--- config.mk ---
export PLATFORM = sky130hd
export DESIGN_NAME = auto_req_initiator
export DESIGN_NICKNAME = d
export VERILOG_FILES = /design/src/rtl/auto_req_initiator.sv
export SDC_FILE = /design/constraint.sdc
export NUM_CORES = 1
export LEC_CHECK = 0
export BUFFER_PORTS_ARGS = -buffer_cell sky130_fd_sc_hd__buf_2
export CAP_MARGIN = 0
export CORE_UTILIZATION = 55
export DETAILED_ROUTE_END_ITERATION = 8
export GPL_TIMING_DRIVEN = 0
export MAX_ROUTING_LAYER = met4
export PLACE_DENSITY = 0.84
export SYNTH_ARGS = -nofsm -noshare
export SYNTH_HDL_FRONTEND = slang
export SYNTH_SLANG_ARGS = --single-unit
--- constraint.sdc ---
create_clock -name clk -period 5.5 [get_ports clk]
set_input_delay 0.275 -clock clk [delete_from_list [all_inputs] [get_ports clk]]
set_output_delay 0.275 -clock clk [all_outputs]
set_load 0.01 [all_outputs]
--- src/rtl/auto_req_initiator.sv ---
// auto_req_initiator: credit-based request issuer with a buffered, credit-returning response FIFO
module auto_req_initiator #(
  parameter int REQ_CREDITS = 4,
  parameter int RSP_DEPTH = 4
) (
  input  logic        clk,
  input  logic        rst,
  input  logic        host_req_valid,
  input  logic [63:0] host_req_data,
  output logic        host_req_ready,
  output logic        req_val,
  output logic [63:0] req_data,
  input  logic        req_credit,
  input  logic [1:0]  rsp_cmd,
  input  logic [63:0] rsp_data,
  output logic        rsp_credit,
  output logic        host_rsp_valid,
  input  logic        host_rsp_ready,
  output logic [1:0]  host_rsp_cmd,
  output logic [63:0] host_rsp_data,
  output logic        credit_err,
  output logic        rsp_ovf
);
  localparam int AW = $clog2(RSP_DEPTH);
  logic [3:0] credits;
  logic [65:0] mem [RSP_DEPTH];
  logic [AW:0] wr_ptr, rd_ptr;
  logic send, empty, full, pop, push;
  assign host_req_ready = credits != 4'd0;
  assign send = host_req_valid && host_req_ready;
  assign empty = wr_ptr == rd_ptr;
  assign full = (wr_ptr ^ rd_ptr) == {1'b1, {AW{1'b0}}};
  assign pop = !empty && host_rsp_ready;
  assign push = (rsp_cmd != 2'b00) && (!full || pop);
  assign host_rsp_valid = !empty;
  assign {host_rsp_cmd, host_rsp_data} = empty ? 66'd0 : mem[rd_ptr[AW-1:0]];
  always_ff @(posedge clk or posedge rst) begin
    if (rst) begin
      credits <= 4'(REQ_CREDITS);
      req_val <= 1'b0;
      req_data <= '0;
      rsp_credit <= 1'b0;
      credit_err <= 1'b0;
      rsp_ovf <= 1'b0;
      wr_ptr <= '0;
      rd_ptr <= '0;
    end else begin
      req_val <= send;
      if (send) req_data <= host_req_data;
      if (send && !req_credit) credits <= credits - 4'd1;
      else if (!send && req_credit) begin
        if (credits == 4'(REQ_CREDITS)) credit_err <= 1'b1;
        else credits <= credits + 4'd1;
      end
      rsp_credit <= pop;
      if (push) wr_ptr <= wr_ptr + (AW+1)'(1);
      if (pop) rd_ptr <= rd_ptr + (AW+1)'(1);
      if ((rsp_cmd != 2'b00) && full && !pop) rsp_ovf <= 1'b1;
    end
  end
  always_ff @(posedge clk) begin
    if (push) mem[wr_ptr[AW-1:0]] <= {rsp_cmd, rsp_data};
  end
endmodule

==> impl_metrics.ini <==
[sta]
skew_ps = 19.18
fmax_ghz = 0.3387
worst_slew_pin_slew_ps = 634.5
slew_viol_final = 0
fin_ws_ps = 2547
setup_violations = 0
period_minus_slack_ps = 2953
holdWs_ps = 18.02
maxSlewHeadroom_pct = 57.70
final.setup.tns_ps = 0
hold_violations = 0
finalCritPeriodShare_pct = 53.69
rsz0062_at_grt = false

[synth]
ys_async_sr_fraction_pct = 22.81
yosysTopAreaCell = edfxtp_1
synth.yosys.seq_area_share_pct = 73.98
synth_ff_type = edfxtp_1
avgSynthCellArea_sq_um = 21.17
synth_top_cell_area_share_pct = 59.35
yosysWarnings = 0
synth_fa_ha_area_share_pct = 0.9930
ys_top_cells_by_area = edfxtp_1 59%, dfrtp_1 14%, mux4_2 11%
yosys_register_bits = 342
synth.distinct_cells = 33
synth-edff-count = 264
syn_nets = 776
muxShareOfSynthArea_pct = 17.97
synth_xor_area_share_pct = 0.6557
synthSimpleGateAreaFrac_pct = 3.906
synth_top_family_by_area = multiplexers
synth_compound_area_share_pct = 0.5059
synth_cells = 631
synth_area_sq_um = 13360

[drt]
drtAntennaViolNets = 0
dr.pass1.iters = 4
vias = 7520
wire_per_inst_um = 21.10
drt_iter0_markers = 374
wl_um = 29790
drc_errors = 0
post_drt_via_cell_ratio = 5.326

[clock_network]
clk_pin_slew_worst_paths_ps = 60
clock_latency_ps = 510
root_buffer = clkbuf_16
clock_sinks = 342
clockBufferDepth = 3
h-tree-depth = 2
cts_resized = 0
cts_buffers = 36
cts_tree = done

[critical_path]
crit_family = buffers and inverters
critPathLaunchType = flop
slowest_delay_ps = 460
slowest_stage = clkbuf_1
r2r-end = credits[3]
critPathArrivalTime_ps = 2680
r2r_cells = 10
crit_fanout = 10
path_cells = buf_2 -> xnor2_1 -> nand3_1 -> clkbuf_1 -> clkbuf_1 -> and2_1 -> buf_2
rrSetupSlack_ps = 2710
required_ps = 5220
worst-setup-path-type = reg -> out
reg2reg_from = credits[1]
path_buf_inv = 4
endpoint_kind = output port

[worst_hold_path]
hold_path_class = in -> reg
hp-start = host_req_data[29]
worstHoldEndpoint = req_data[29]
whs_path_depth = 2

[global_route]
grt_pass1_wl_um = 45330
grt_max_degree = 60
overflow = 0
gr-usage-all-layers_pct = 25.35
first_global_vias = 8403
grt_antenna_before_repair = 3

[power]
p_seq_share_pct = 39.2
p_clk_share_pct = 24.0
p_per_area_nw_per_um2 = 560.1
power.leakage_uw = 0.006919
power.switching_uw = 3119
p_sw_share_pct = 31.62
ir_drop_uv = 303.8
comb_power_share_pct = 36.7
internal-power_uw = 6743

[place]
gp_congestion = 0.8115
dp_slack_ps = 2774
io_buffers = 270
place_inst = 1225
dp.final_hpwl_um = 16850

[floorplanning]
die_h_um = 157.8
dieWidth_um = 157.8
start_util_pct = 56.57
core_area_sq_um = 23610
placementRows = 56
num_io_pins = 271
die_area_sq_um = 24910

[finish]
final_nets = 1207
layout-drive-gt1-share_pct = 45.18
regArea_sq_um = 9881
fillerInstances = 1336
fin_util_pct = 74.57
area.growth.synth_to_final_pct = 31.82
multiInputGateArea_sq_um = 3219
fin_cells = 1412

[job]
maxCapViolCount = 0

[status]
outcome = completed
flip-flops by register name, indices dropped and copies added (netlist names):
name,flops
mem,264
req_data,64
credits,4
rd_ptr,3
wr_ptr,3
credit_err,1
req_val,1
rsp_credit,1
rsp_ovf,1
worst register-to-register path: cells and delay by family (launching register included):
kind / cells / cell delay (ps)
simple gates: 2 / 680
buf+inv: 2 / 280
compound gates: 4 / 680
flops: 1 / 420
fa+ha+maj: 2 / 610
routing by layer:
| metal | wire length [um] | share of wire (%) | global-route usage, % |
|---|---|---|---|
| met5 | 0 | 0 | - |
| met4 | 813 | 2.7 | 9.524 |
| met3 | 2101 | 7.1 | 5.694 |
| met2 | 15630 | 52 | 43.78 |
| met1 | 11250 | 38 | 28.90 |
final cells by class:
cell class	count	share of cell area (%)
antenna	4	0.05685
buffer	30	1.300
clock buffer	44	5.465
clock inverter	21	1.116
inverter	10	0.2274
multi-input combinational	249	18.28
sequential	342	56.12
tap	319	2.267
timing repair buffer	393	15.16
how the worst max path moves through the flow:
stage                     from  slack [ps]  cells past startpoint                 to
floorplan            rd_ptr[0]        2340                      4          mem[3][0]
global placement     rd_ptr[0]        1070                      4         mem[0][45]
detailed placement  credits[0]        2770                     10         credits[3]
CTS                  rd_ptr[0]        2540                      7  host_rsp_data[41]
global route         rd_ptr[1]        2310                      7  host_rsp_data[40]
finish               rd_ptr[0]        2550                      7  host_rsp_data[40]
per-stage QoR:
stage	cell area [sq um]	power, uW
global placement	15110	7329
CTS	17600	9910
detailed placement	15260	7449
global route	17600	10390
floorplan	13360	6105
finish	17610	9861
synth_stat cells (2+ instances only):
library cell  instances
a31oi_1               2
nand2_1               5
mux2_4               40
buf_12                5
mux4_2               66
inv_1                10
ha_1                  9
buf_2                10
xor2_1                3
o21bai_1              2
mux2i_1               2
dfrtp_1              77
buf_4                 4
mux2_2               26
a21oi_1               2
nand3_1               2
clkbuf_1             10
nor2_1                3
edfxtp_1            264
xnor2_1               7
and2_1               70
placed cells by master (no fill, tap or decap), types with 3 or more instances in the layout:
master	count
and2_1	66
and2_4	4
buf_12	5
buf_16	5
buf_2	280
buf_4	4
bufinv_16	3
clkbuf_1	16
clkbuf_16	37
clkinv_2	11
dfrtp_1	77
diode_2	4
dlygate4sd3_1	118
edfxtp_1	264
ha_1	9
inv_1	9
mux2_2	26
mux2_4	40
mux4_2	66
nand2_1	5
nor2_1	3
xnor2_1	7
xor2_1	3
power by group through the flow:
stage	Clock, uW	Combinational [uW]	Sequential (uW)
floorplan	0	2180	3930
finish	2370	3620	3870
global placement	0	3390	3940
CTS	2400	3650	3860
global route	2510	3950	3930
detailed placement	0	3560	3890
logic make-up after synthesis:
kind of cell,Yosys count
muxes,134
buffers and inverters,40
AOI/OAI and AO/OA,10
and+or+nand+nor,85
adders and majority gates,10
xor gates and xnor gates,10
DFF,342
timing repair:
action / in CTS / in global routing
buffers inserted: 0 / 0
endpoints found under the hold margin: 330 / 0
hold buffers: 118 / 0
Power figures use the tool's default switching activity.
